`src/rtl/mem_stage_ld.sv`:
```
// MEM pipeline stage: registers the EX->MEM bus, waits for the data-SRAM read response, then aligns and extends loads.
// Optional build macro MEM_MISALIGN_EXC_EN enables misaligned-access detection on mem_exc.
module mem_stage_ld #(
    parameter int PC_W    = 32,
    parameter int DATA_W  = 32,
    parameter int RA_W    = 5,
    parameter int STALL_W = 6,
    parameter int EX_W    = PC_W + 3 + 1 + 4 + 1 + RA_W + DATA_W
) (
    input  logic                       clk,
    input  logic                       rst_n,
    input  logic [STALL_W-1:0]         stall,
    input  logic                       flush,
    input  logic [EX_W-1:0]            ex_to_mem_bus,
    input  logic                       data_sram_rvalid,
    input  logic [DATA_W-1:0]          data_sram_rdata,
    output logic                       mem_stallreq,
    output logic                       mem_exc,
    output logic [2+RA_W+DATA_W-1:0]   mem_to_id,
    output logic [PC_W+1+RA_W+DATA_W-1:0] mem_to_wb_bus
);

    localparam int WADDR_LSB = DATA_W;
    localparam int WE_BIT    = DATA_W + RA_W;
    localparam int WEN_LSB   = WE_BIT + 1;
    localparam int EN_BIT    = WEN_LSB + 4;
    localparam int OP_LSB    = EN_BIT + 1;
    localparam int PC_LSB    = OP_LSB + 3;

    typedef enum logic [1:0] {S_IDLE, S_WAIT, S_DONE, S_DRAIN} state_t;

    state_t            state, state_next;
    logic [EX_W-1:0]   ex_reg, ex_next;
    logic              valid_reg, valid_next;
    logic              update;
    logic [31:0]       load_buf;

    logic [PC_W-1:0]   cur_pc;
    logic [2:0]        cur_op, nxt_op;
    logic              cur_en, nxt_en;
    logic [3:0]        cur_wen, nxt_wen;
    logic              cur_we;
    logic [RA_W-1:0]   cur_waddr;
    logic [DATA_W-1:0] cur_res;
    logic [1:0]        cur_a, nxt_a;
    logic              exc_cur, exc_next;
    logic              ld_cur, ld_next;
    logic              data_ok, rf_we_out;
    logic [31:0]       word;
    logic [7:0]        byte_v;
    logic [15:0]       half_v;
    logic [DATA_W-1:0] load_ext, rf_wdata;
    logic              unused_stall_bits;

    assign unused_stall_bits = ^{stall[STALL_W-1:5], stall[2:0]};

    // Register update priority: flush, then bubble, then capture, otherwise hold.
    always_comb begin
        update     = 1'b1;
        ex_next    = ex_reg;
        valid_next = valid_reg;
        if (flush) begin
            ex_next    = '0;
            valid_next = 1'b0;
        end else if (stall[3] && !stall[4]) begin
            ex_next    = '0;
            valid_next = 1'b0;
        end else if (!stall[3]) begin
            ex_next    = ex_to_mem_bus;
            valid_next = 1'b1;
        end else begin
            update = 1'b0;
        end
    end

    always_ff @(posedge clk or negedge rst_n) begin
        if (!rst_n) begin
            ex_reg    <= '0;
            valid_reg <= 1'b0;
        end else begin
            ex_reg    <= ex_next;
            valid_reg <= valid_next;
        end
    end

    assign cur_pc    = ex_reg[PC_LSB +: PC_W];
    assign cur_op    = ex_reg[OP_LSB +: 3];
    assign cur_en    = ex_reg[EN_BIT];
    assign cur_wen   = ex_reg[WEN_LSB +: 4];
    assign cur_we    = ex_reg[WE_BIT];
    assign cur_waddr = ex_reg[WADDR_LSB +: RA_W];
    assign cur_res   = ex_reg[DATA_W-1:0];
    assign cur_a     = cur_res[1:0];
    assign nxt_op    = ex_next[OP_LSB +: 3];
    assign nxt_en    = ex_next[EN_BIT];
    assign nxt_wen   = ex_next[WEN_LSB +: 4];
    assign nxt_a     = ex_next[1:0];

`ifdef MEM_MISALIGN_EXC_EN
    // Access size comes from load_op for loads and from the byte enables for stores.
    function automatic logic misaligned(input logic en, input logic [2:0] op,
                                        input logic [3:0] wen, input logic [1:0] a);
        logic half, word_acc;
        if (wen == 4'h0) begin
            half     = (op == 3'd3) || (op == 3'd4);
            word_acc = !((op == 3'd1) || (op == 3'd2) || half);
        end else begin
            half     = (wen == 4'h3) || (wen == 4'hC);
            word_acc = (wen == 4'hF);
        end
        return en && ((half && a[0]) || (word_acc && (a != 2'b00)));
    endfunction

    assign exc_cur  = valid_reg && misaligned(cur_en, cur_op, cur_wen, cur_a);
    assign exc_next = valid_next && misaligned(nxt_en, nxt_op, nxt_wen, nxt_a);
`else
    assign exc_cur  = 1'b0;
    assign exc_next = 1'b0;
`endif

    assign ld_cur  = valid_reg && cur_en && (cur_wen == 4'h0) && !exc_cur;
    assign ld_next = valid_next && nxt_en && (nxt_wen == 4'h0) && !exc_next;

    always_ff @(posedge clk or negedge rst_n) begin
        if (!rst_n) state <= S_IDLE;
        else        state <= state_next;
    end

    // A response arriving while the register advances is consumed in that same cycle.
    always_comb begin
        state_next = state;
        unique case (state)
            S_IDLE:  if (update && ld_next) state_next = S_WAIT;
            S_WAIT: begin
                if (data_sram_rvalid) begin
                    if (update) state_next = ld_next ? S_WAIT : S_IDLE;
                    else        state_next = S_DONE;
                end else if (update) begin
                    state_next = S_DRAIN;
                end
            end
            S_DONE:  if (update) state_next = ld_next ? S_WAIT : S_IDLE;
            S_DRAIN: if (data_sram_rvalid) state_next = ld_next ? S_WAIT : S_IDLE;
            default: state_next = S_IDLE;
        endcase
    end

    always_ff @(posedge clk or negedge rst_n) begin
        if (!rst_n)                                       load_buf <= '0;
        else if (state == S_WAIT && data_sram_rvalid)     load_buf <= data_sram_rdata[31:0];
    end

    assign mem_stallreq = ((state == S_WAIT) && !data_sram_rvalid) || (state == S_DRAIN);
    assign mem_exc      = exc_cur;

    // Load alignment and extension
    always_comb begin
        word   = (state == S_DONE) ? load_buf : data_sram_rdata[31:0];
        byte_v = word[{cur_a, 3'b000} +: 8];
        half_v = cur_a[1] ? word[31:16] : word[15:0];
        unique case (cur_op)
            3'd1:    load_ext = DATA_W'($signed(byte_v));
            3'd2:    load_ext = DATA_W'(byte_v);
            3'd3:    load_ext = DATA_W'($signed(half_v));
            3'd4:    load_ext = DATA_W'(half_v);
            default: load_ext = DATA_W'($signed(word));
        endcase
    end

    assign data_ok   = valid_reg && (!ld_cur || ((state == S_WAIT) && data_sram_rvalid) ||
                                     (state == S_DONE));
    assign rf_we_out = cur_we && data_ok && !exc_cur;
    assign rf_wdata  = ld_cur ? load_ext : cur_res;

    assign mem_to_wb_bus = {cur_pc, rf_we_out, cur_waddr, rf_wdata};
    assign mem_to_id     = {data_ok, rf_we_out, cur_waddr, rf_wdata};

endmodule

```
`config.mk`:
```
export PLATFORM = sky130hd
export DESIGN_NAME = mem_stage_ld
export DESIGN_NICKNAME = d
export VERILOG_FILES = /design/src/rtl/mem_stage_ld.sv
export SDC_FILE = /design/constraint.sdc
export NUM_CORES = 1
export LEC_CHECK = 0
export ABC_AREA = 1
export BUFFER_PORTS_ARGS = -buffer_cell sky130_fd_sc_hd__clkbuf_2
export CORE_AREA = 2 2 124 126
export DETAILED_ROUTE_END_ITERATION = 8
export DIE_AREA = 0 0 126 128
export PLACE_DENSITY = 0.75
export SKIP_LAST_GASP = 1
export SLEW_MARGIN = 20
export SYNTH_ARGS = -nofsm -noshare
export SYNTH_HDL_FRONTEND = slang
export SYNTH_SLANG_ARGS = --single-unit
```
`constraint.sdc`:
```
create_clock -name clk -period 2 [get_ports clk]
set_clock_uncertainty 0.2 [all_clocks]
set_input_delay 0.2 -clock clk [delete_from_list [all_inputs] [get_ports clk]]
set_output_delay 0.2 -clock clk [all_outputs]
set_load 0.005 [all_outputs]
```
==> results of run 1 <==
[worst max-delay path, delay by kind of cell, from the launching register on]
family	cells	cell delay (ns)
flip-flops	1	0.40
AO/OA/AOI/OAI	3	0.74
buffers and inverters	5	0.57
AND/OR/NAND/NOR	1	0.11
[cell usage after synthesis (all sizes together)]
cell type / number
a211oi: 1
a21boi: 2
a21oi: 48
a22oi: 5
a31oi: 1
and2: 1
buf: 98
clkbuf: 25
clkinv: 1
conb: 1
dfrtp: 113
inv: 131
mux2: 6
nand2: 211
nand3: 50
nand3b: 1
nand4: 2
nor2: 47
o211ai: 12
o21a: 3
o21ai: 136
o22ai: 1
or2: 1
[cells by family (layout without fill, tap and decap cells)]
family | count (synthesis) | count (layout) | synth area share
simple gates | 313 | 314 | 0.192
buf+inv | 255 | 579 | 0.197
mux | 6 | 6 | 0.0103
flops | 113 | 113 | 0.432
other cells | 1 | 2 | 0.000572
compound gates | 209 | 209 | 0.169
[metal layers]
layer,global-route usage,share of wire
met5,0,0
met4,0.107,0.033
met3,0.0726,0.081
met2,0.445,0.50
met1,0.312,0.39
[power groups by stage]
| stage | Sequential [mW] | Clock [mW] | Combinational [mW] |
|---|---|---|---|
| 6_report | 2.89 | 3.43 | 2.16 |
| 5_1_grt | 2.93 | 3.60 | 2.38 |
| 4_1_cts | 2.88 | 3.46 | 2.03 |
| 3_5_place_dp | 2.91 | 0 | 1.77 |
| 3_3_place_gp | 2.88 | 0 | 1.72 |
| 2_1_floorplan | 2.85 | 0 | 1.13 |
[final timing paths]
check | start | to
setup / recovery | state[0]$_DFFE_PN0P_ | mem_to_id[1]
hold / removal | stall[3] | ex_reg[38]$_DFF_PN0_
setup reg to reg | state[1]$_DFFE_PN0P_ | state[1]$_DFFE_PN0P_
hold reg to reg | load_buf[3]$_DFFE_PN0P_ | load_buf[3]$_DFFE_PN0P_
max in group asynchronous | rst_n | ex_reg[1]$_DFFE_PN0P_
min in group asynchronous | rst_n | load_buf[8]$_DFFE_PN0P_
[per-stage QoR]
step | utilization | hold slack, ns | instances | total power [mW]
2_1_floorplan | - | -0.296 | 897 | 3.98
3_3_place_gp | 0.517 | -0.000307 | 1242 | 4.61
3_5_place_dp | 0.517 | 0.00238 | 1242 | 4.68
4_1_cts | 0.654 | 0.00171 | 1404 | 8.38
5_1_grt | 0.675 | 0.00428 | 1410 | 8.91
6_report | 0.675 | -0.0325 | 1411 | 8.48
[layout make-up]
type | instances | area [um^2]
multi-input combinational | 530 | 2720
timing repair buffer | 415 | 3080
antenna | 1 | 2.50
clock inverter | 14 | 238
inverter | 132 | 502
sequential | 113 | 2830
clock buffer | 18 | 429
fill | 1223 | 4830
tap | 188 | 235
[what timing repair did]
item                                   in CTS  in global routing
endpoints found under the hold margin     210                  0
setup endpoints to repair                  67                 70
hold buffers                              125                  0
gates cloned                                1                  4
resized for setup                          29                 64
setup buffers                               4                  4
pin swaps                                   3                 16
==> out/results.ini, run 1 <==
[placed_design]
post-dp-hpwl_um=13600
place.gp.congestion=0.893
io_buffers=225
place_area_mm2=0.00768
pre_cts_slack_ns=-0.168

[outcome]
violations=hold timing, setup timing
status=finished with violations

[timing]
setup_tns_ns=-34.64
slew_headroom=0.658
hold_viol_final=2
rsz0062_at_grt=true
setup_ws_ns=-0.650
slew_viol_final=0
setup_viol=67
period_needed_ns=2.65
timing.final.crit_share=1.33
whs_ns=-0.0325
fmax_mhz=377
tightest_slew_ns=0.513

[route]
vias=7043
drtIter0Drc=492
vias_per_cell=4.99
wire_per_inst_um=15.3
drc_errors=0
ant_nets=0
first_pass_iters=5
wl_um=21600

[worst_setup_path]
critPathArrivalTime_ns=2.25
worstPathRequired_ns=1.60
endpoint_kind=output pin
crit_top_cell=buf_4
crit_type=flop to output pin
cp_max_fo=8
slowest_delay_ns=0.40
crit_chain=inv_4 > nand2_4 > buf_4 > o21ai_0 > a21oi_1 > o21ai_1 > buf_4 > inv_1 > clkbuf_2
reg2regPathDepth=9
startpoint_type=flop
reg2reg_slack_ns=0.21
critPathSlowestCell=dfrtp_1

[clock_tree]
cts-root-buf=clkbuf_16
clk_latency_ns=0.42
clock_path_buffers=2
cts_sinks=113
cts_tree=yes
cts.clk_slew.worst_paths_ns=0.06
cts.htree.levels=4
cts_made_buffers=17

[yosys]
ys_ff_latch=113
synth_top_area_frac=0.432
syn_inst=897
yosys-top-cells-area=dfrtp_1, nand2_1, o21ai_0
yosysSeqAreaShare=0.432
synth_area_leader_cell=dfrtp_1
ys_warn_count=0
avgSynthCellArea_um2=7.30
syn-num-nets=1017
netlist-cell-type-count=29
netlist_area_mm2=0.00655

[finish]
final_cell_area_mm2=0.0100
area_growth_pct=53.2
final_cell_mix=clkbuf_2, nand2_1, inv_1, dlygate4sd3_1, o21ai_0
drive_above_1_share=0.323
layout_commonest_cell=clkbuf_2
fin_nets=1329
largest_register_ffs=78

[grt]
grt_usage=0.261
gr-total-overflow=0
grt_antenna_before_repair=0
grt_pass1_wl_um=33300
first_global_vias=6812
grt_max_degree=60

[pwr]
total_leakage_power_nw=5.12
power.density_mw_per_mm2=845
comb_power_share=0.255
intPower_mw=6.00
seqPwrFrac=0.341
p_switching_mw=2.48
clkPwrFrac=0.404
switching_share=0.292
ir_drop_mv=0.684

[die]
start_util=0.441
num_rows=45
io_pins=231
dieArea_mm2=0.0161
coreArea_mm2=0.0149
fp.dieH_um=128
die_width_um=126

[min_path]
hp-class=primary input to flop
min_path_cells=3

[run]
max_cap_violations=0

(Power assumes the default switching activity.)
==> run 2: changes to the inputs <==
- BUFFER_PORTS_ARGS: -buffer_cell sky130_fd_sc_hd__clkbuf_2 -> unset
- CORE_AREA: 2 2 124 126 -> 2 2 113 115
- DIE_AREA: 0 0 126 128 -> 0 0 115 117
- DONT_BUFFER_PORTS: unset -> 1
- PLACE_DENSITY: 0.75 -> 0.72
==> out/results.ini, run 2 (same netlist as run 1, synthesis figures left out) <==
[clock_tree]
cts_tree=yes
clock_path_buffers=2  ; unchanged
cts-root-buf=clkbuf_16
cts.clk_slew.worst_paths_ns=0.06  ; about the same
cts_sinks=113  ; unchanged
cts.htree.levels=4  ; unchanged
hold_buffers=130  ; +4.0%
clk_latency_ns=0.41  ; about the same
cts_made_buffers=17  ; unchanged

[grt]
met2_usage=0.514  ; +0.0688
grt_max_degree=114  ; +90%
met3_usage=0.0649  ; -0.00774
gr-total-overflow=0  ; unchanged
first_global_vias=6337  ; -7.0%
grt_pass1_wl_um=31400  ; -5.9%
grt_busiest_layer=met2
grt_antenna_before_repair=0  ; unchanged
met1_usage=0.373  ; +0.0607
grt_usage=0.302  ; +0.0415

[worst_setup_path]
cp_max_fo=6  ; -2
reg2regPathDepth=12  ; +3
endpoint_kind=output pin
r2r_start=state[0]$_DFFE_PN0P_
slowest_delay_ns=0.44  ; +0.04 ns
crit_chain=clkinv_4 > buf_6 > nand3_2 > nand2_2 > buf_4 > buf_6 > nor2_1 > o21ai_1 > nor2_1 > a22oi_2 > buf_4
worstPathRequired_ns=1.60  ; about the same
crit_type=flop to output pin
critPathArrivalTime_ns=2.20  ; -0.05 ns
reg2reg_to=state[0]$_DFFE_PN0P_
critPathSlowestCell=dfrtp_1
startpoint_type=flop
reg2reg_slack_ns=-0.11  ; -0.32 ns
startpoint=state[0]$_DFFE_PN0P_

[die]
dieArea_mm2=0.0135  ; -17%
start_util=0.532  ; +0.0914
io_pins=231  ; unchanged
fp.dieH_um=117  ; -8.6%
die_width_um=115  ; -8.7%
coreArea_mm2=0.0123  ; -17%
num_rows=41  ; -8.9%

[finish]
fillers=892  ; -27%
drive_above_1_share=0.211  ; -0.113
fin_nets=1137  ; -14%
diodes=0  ; -1
multi_input_area_mm2=0.00282  ; +3.4%
stdcell_count=1180  ; -16%
layout_commonest_cell=nand2_1
area_growth_pct=40.3
final_cell_mix=nand2_1, dlygate4sd3_1, inv_1
seqCellArea_mm2=0.00283  ; unchanged
final_cell_area_mm2=0.00919  ; -8.4%
largest_register_ffs=78  ; unchanged

[pwr]
power.density_mw_per_mm2=909  ; +7.6%
comb_power_share=0.276  ; +0.021
p_switching_mw=2.61  ; +5.4%
seqPwrFrac=0.350  ; +0.009
intPower_mw=5.74  ; -4.3%
clkPwrFrac=0.373  ; -0.031
total_leakage_power_nw=4.28  ; -16%
ir_drop_mv=0.753  ; +10%
switching_share=0.313  ; +0.0203

[placed_design]
io_buffers=0  ; -100%
dp.cells=987  ; -21%
place_area_mm2=0.00653  ; -15%
post-dp-hpwl_um=11900  ; -12%
place.gp.congestion=0.968  ; +8.4%

[route]
vias=6463  ; -8.2%
first_pass_iters=6  ; +1
vias_per_cell=5.48  ; +9.7%
wl_um=20900  ; -2.9%
wire_per_inst_um=17.8  ; +16%
drc_errors=0  ; unchanged
ant_nets=0  ; unchanged
drtIter0Drc=560  ; +14%

[outcome]
violations=hold timing, setup timing
status=finished with violations

[timing]
fmax_mhz=385  ; +2.0%
slew_viol_final=0  ; unchanged
period_needed_ns=2.60  ; -0.0508 ns
setup_ws_ns=-0.600  ; +0.0508 ns
whs_ns=-0.717  ; -0.684 ns
timing.final.crit_share=1.30  ; -0.0254
setup_viol=69  ; +3.0%
rsz0062_at_grt=true
hold_viol_final=113  ; +111

[run]
max_cap_violations=0  ; unchanged

[min_path]
hp-class=primary input to async pin

## run 2: cell types whose count changed in the layout (fill, tap and decap cells not counted), sizes merged, moves of 2 or more
cell / previous run / this run
buf: 73 / 90
dlygate4sd3: 123 / 129
inv: 130 / 132
clkinv: 5 / 8
clkbuf: 237 / 20
bufinv: 6 / 3
## run 2: layer usage
layer | share of wire | up-vias | routed length [um]
li1 | - | 3008 | -
met1 | 0.38 | 3057 | 8060
met2 | 0.51 | 353 | 10700
met3 | 0.079 | 45 | 1650
met4 | 0.024 | 0 | 497
met5 | 0 | - | 0
## run 2: final cells by class
cell class,count,area share
repair buffers,222,0.244
clock buffers,17,0.0463
multi-input cells,531,0.307
flip-flops and latches,113,0.308
inverters,132,0.0545
well taps,150,0.0204
clock inverters,15,0.0203
## run 2: through the flow
stage               total power [mW]  setup WS [ns]  utilization  setup TNS, ns  hold WS, ns
floorplan                       3.98         0.0112            -              0       -0.296
global placement                4.34        -0.0668        0.530         -0.243       -0.290
detailed placement              4.39        -0.0504        0.530         -0.587       -0.291
CTS                             8.08         -0.474        0.723         -26.89       -0.734
global route                    8.75         -0.679        0.746         -42.01       -0.732
finish                          8.35         -0.600        0.746         -35.60       -0.717
## run 2: how the worst max path moves through the flow
stage,to,slack [ns]
detailed placement,mem_to_id[13],-0.05
CTS,mem_to_id[13],-0.47
finish,mem_to_id[7],-0.60
global placement,mem_to_id[13],-0.07
global route,mem_to_id[13],-0.68
floorplan,mem_to_wb_bus[19],0.01
## run 2: power by group through the flow
stage               sequential, mW  combinational (mW)  clock, mW
global route                  2.97                2.51       3.26
detailed placement            2.91                1.49          0
global placement              2.89                1.45          0
finish                        2.93                2.31       3.12
floorplan                     2.85                1.13          0
CTS                           2.90                2.03       3.15
## run 2: critical path: cells and delay by family (launching register included)
kind            cells  cell delay [ns]
compound gates      2             0.18
buf+inv             5             0.74
simple gates        4             0.42
flops               1             0.44
## run 2: timing repair
item / in CTS / in global routing
gates cloned: 3 / 4
hold endpoints to repair: 226 / 113
resized for setup: 64 / 60
pin swaps: 19 / 23
setup endpoints to repair: 67 / 70
setup buffers: 27 / 7
==> run 3: changes to the inputs <==
- CORE_AREA: 2 2 113 115 -> 2 2 119 109
- DIE_AREA: 0 0 115 117 -> 0 0 121 111
==> out/results.ini, run 3 (same netlist as run 1, synthesis figures left out) <==
[outcome]
status=finished with violations
violations=hold timing, setup timing

[worst_setup_path]
reg2reg_slack_ns=-0.15  ; -0.04 ns
r2r_start=state[1]$_DFFE_PN0P_
critPathArrivalTime_ns=2.14  ; -0.06 ns
worstPathRequired_ns=1.60  ; about the same
endpoint_kind=output pin
crit_type=flop to output pin
critPathCapture=mem_to_wb_bus[12]
reg2reg_to=state[0]$_DFFE_PN0P_
cp_max_fo=24  ; +18
startpoint_type=flop
reg2regPathDepth=10  ; -2
startpoint=state[1]$_DFFE_PN0P_

[finish]
seqCellArea_mm2=0.00283  ; unchanged
layout_commonest_cell=nand2_1
area_growth_pct=37.4
stdcell_count=1198  ; +1.5%
final_cell_area_mm2=0.00900  ; -2.0%
fin_nets=1141  ; +0.35%
final_cell_mix=nand2_1, dlygate4sd3_1, inv_1
diodes=0  ; unchanged
multi_input_area_mm2=0.00266  ; -5.5%
fillers=890  ; -0.22%
drive_above_1_share=0.176  ; -0.0347
postLayoutCoreUtil=0.729  ; -0.0172
largest_register_ffs=78  ; unchanged

[timing]
period_needed_ns=2.54  ; -0.0641 ns
slew_viol_final=0  ; unchanged
hold_viol_final=113  ; unchanged
timing.final.crit_share=1.27  ; -0.0320
fmax_mhz=394  ; +2.5%
setup_tns_ns=-31.78  ; +3.81 ns
rsz0062_at_grt=true
tightest_slew_ns=0.565
setup_ws_ns=-0.536  ; +0.0641 ns
slew_headroom=0.623
whs_ns=-0.718  ; -0.00138 ns
setup_viol=78  ; +13%

[pwr]
power.density_mw_per_mm2=897  ; -1.3%
switching_share=0.315  ; +0.00281
intPower_mw=5.53  ; -3.7%
comb_power_share=0.267  ; -0.009
p_switching_mw=2.55  ; -2.4%
ir_drop_mv=0.682  ; -9.3%
seqPwrFrac=0.359  ; +0.009
total_leakage_power_nw=4.24  ; -0.88%
clkPwrFrac=0.373  ; about the same

[clock_tree]
cts.clk_slew.worst_paths_ns=0.06  ; about the same
cts_tree=yes
cts-root-buf=clkbuf_16
cts.htree.levels=4  ; unchanged
clk_latency_ns=0.41  ; about the same
cts_sinks=113  ; unchanged
hold_buffers=141  ; +8.5%
cts_made_buffers=17  ; unchanged
clock_path_buffers=2  ; unchanged

[die]
dieArea_mm2=0.0134  ; -0.18%
coreArea_mm2=0.0123  ; +0.27%
start_util=0.531  ; -0.00146
num_rows=39  ; -4.9%
fp.dieH_um=111  ; -5.1%
die_width_um=121  ; +5.2%
io_pins=231  ; unchanged

[grt]
grt_usage=0.297  ; -0.00528
grt_pass1_wl_um=31100  ; -0.86%
grt_antenna_before_repair=0  ; unchanged
first_global_vias=6220  ; -1.8%
grt_max_degree=114  ; unchanged
gr-total-overflow=0  ; unchanged

[route]
wire_per_inst_um=17.5  ; -1.2%
wl_um=21000  ; +0.26%
first_pass_iters=8  ; +2
vias_per_cell=5.43  ; -0.77%
vias=6511  ; +0.74%
drc_errors=0  ; unchanged
ant_nets=0  ; unchanged
drtIter0Drc=556  ; -0.71%

[placed_design]
pre_cts_slack_ns=-0.150  ; -0.0997 ns
io_buffers=0  ; unchanged
dp.cells=1005  ; +1.8%
post-dp-hpwl_um=12200  ; +2.8%
place_area_mm2=0.00656  ; +0.50%
place.gp.congestion=0.927  ; -4.2%

[min_path]
hp-class=primary input to async pin

[run]
max_cap_violations=0  ; unchanged

-- run 3: cell types whose count changed in the layout (fill, tap and decap cells not counted), moves of 3 or more --
cell and delta:
a21oi_2 +3, clkbuf_16 -3, dlygate4sd3_1 +10, inv_1 +7, inv_2 -9, nand2_1 +3, nand3_1 +8, nand3_2 -4
nand3_4 -4, o21ai_0 +3, o21ai_2 -4
-- run 3: area by class of cell --
type	count	share of cell area
Clock buffer	18	0.0488
Clock inverter	14	0.0172
Inverter	132	0.0563
Multi-Input combinational cell	531	0.296
Sequential cell	113	0.314
Tap cell	164	0.0228
Timing Repair Buffer	226	0.245
-- run 3: stage by stage --
stage | power (mW) | hold slack, ns
finish | 8.08 | -0.718
global route | 8.45 | -0.744
detailed placement | 4.42 | -0.294
global placement | 4.37 | -0.294
CTS | 7.78 | -0.731
floorplan | 3.98 | -0.296
-- run 3: critical path: stages, from the launching register on --
cell      delay (ns)
dfrtp_2         0.51
buf_6           0.15
nand3_1         0.09
nand2_2         0.13
nand2_1         0.07
nand3_1         0.11
nand3b_1        0.13
buf_12          0.19
a22oi_2         0.17
buf_4           0.16
-- run 3: power by group through the flow --
| stage | Combinational, mW | Sequential, mW | Clock [mW] |
|---|---|---|---|
| floorplan | 1.13 | 2.85 | 0 |
| global placement | 1.48 | 2.89 | 0 |
| detailed placement | 1.51 | 2.91 | 0 |
| CTS | 1.85 | 2.88 | 3.04 |
| global route | 2.33 | 2.95 | 3.17 |
| finish | 2.16 | 2.90 | 3.02 |
-- run 3: worst min path at each step --
| stage | slack (ns) | cells past startpoint | endpoint | from |
|---|---|---|---|---|
| 2_1_floorplan | -0.30 | 0 | ex_reg[0]$_DFFE_PN0P_ | rst_n |
| 3_3_place_gp | -0.29 | 0 | ex_reg[69]$_DFFE_PN0P_ | rst_n |
| 3_5_place_dp | -0.29 | 0 | ex_reg[69]$_DFFE_PN0P_ | rst_n |
| 4_1_cts | -0.73 | 0 | ex_reg[69]$_DFFE_PN0P_ | rst_n |
| 5_1_grt | -0.74 | 0 | ex_reg[62]$_DFFE_PN0P_ | rst_n |
| 6_report | -0.72 | 0 | ex_reg[69]$_DFFE_PN0P_ | rst_n |
-- run 3: repair_timing --
item                       CTS  global route
pin swaps                    9            10
gates resized for setup     39            42
cloned                       0             2
setup endpoints to repair   67            81
buffers inserted            11             8
hold endpoints to repair   226           113
-- run 3: metal layers --
layer,part of all wire,track usage
met1,0.40,0.390
met2,0.46,0.469
met3,0.10,0.0808
met4,0.033,0.112
met5,0,0
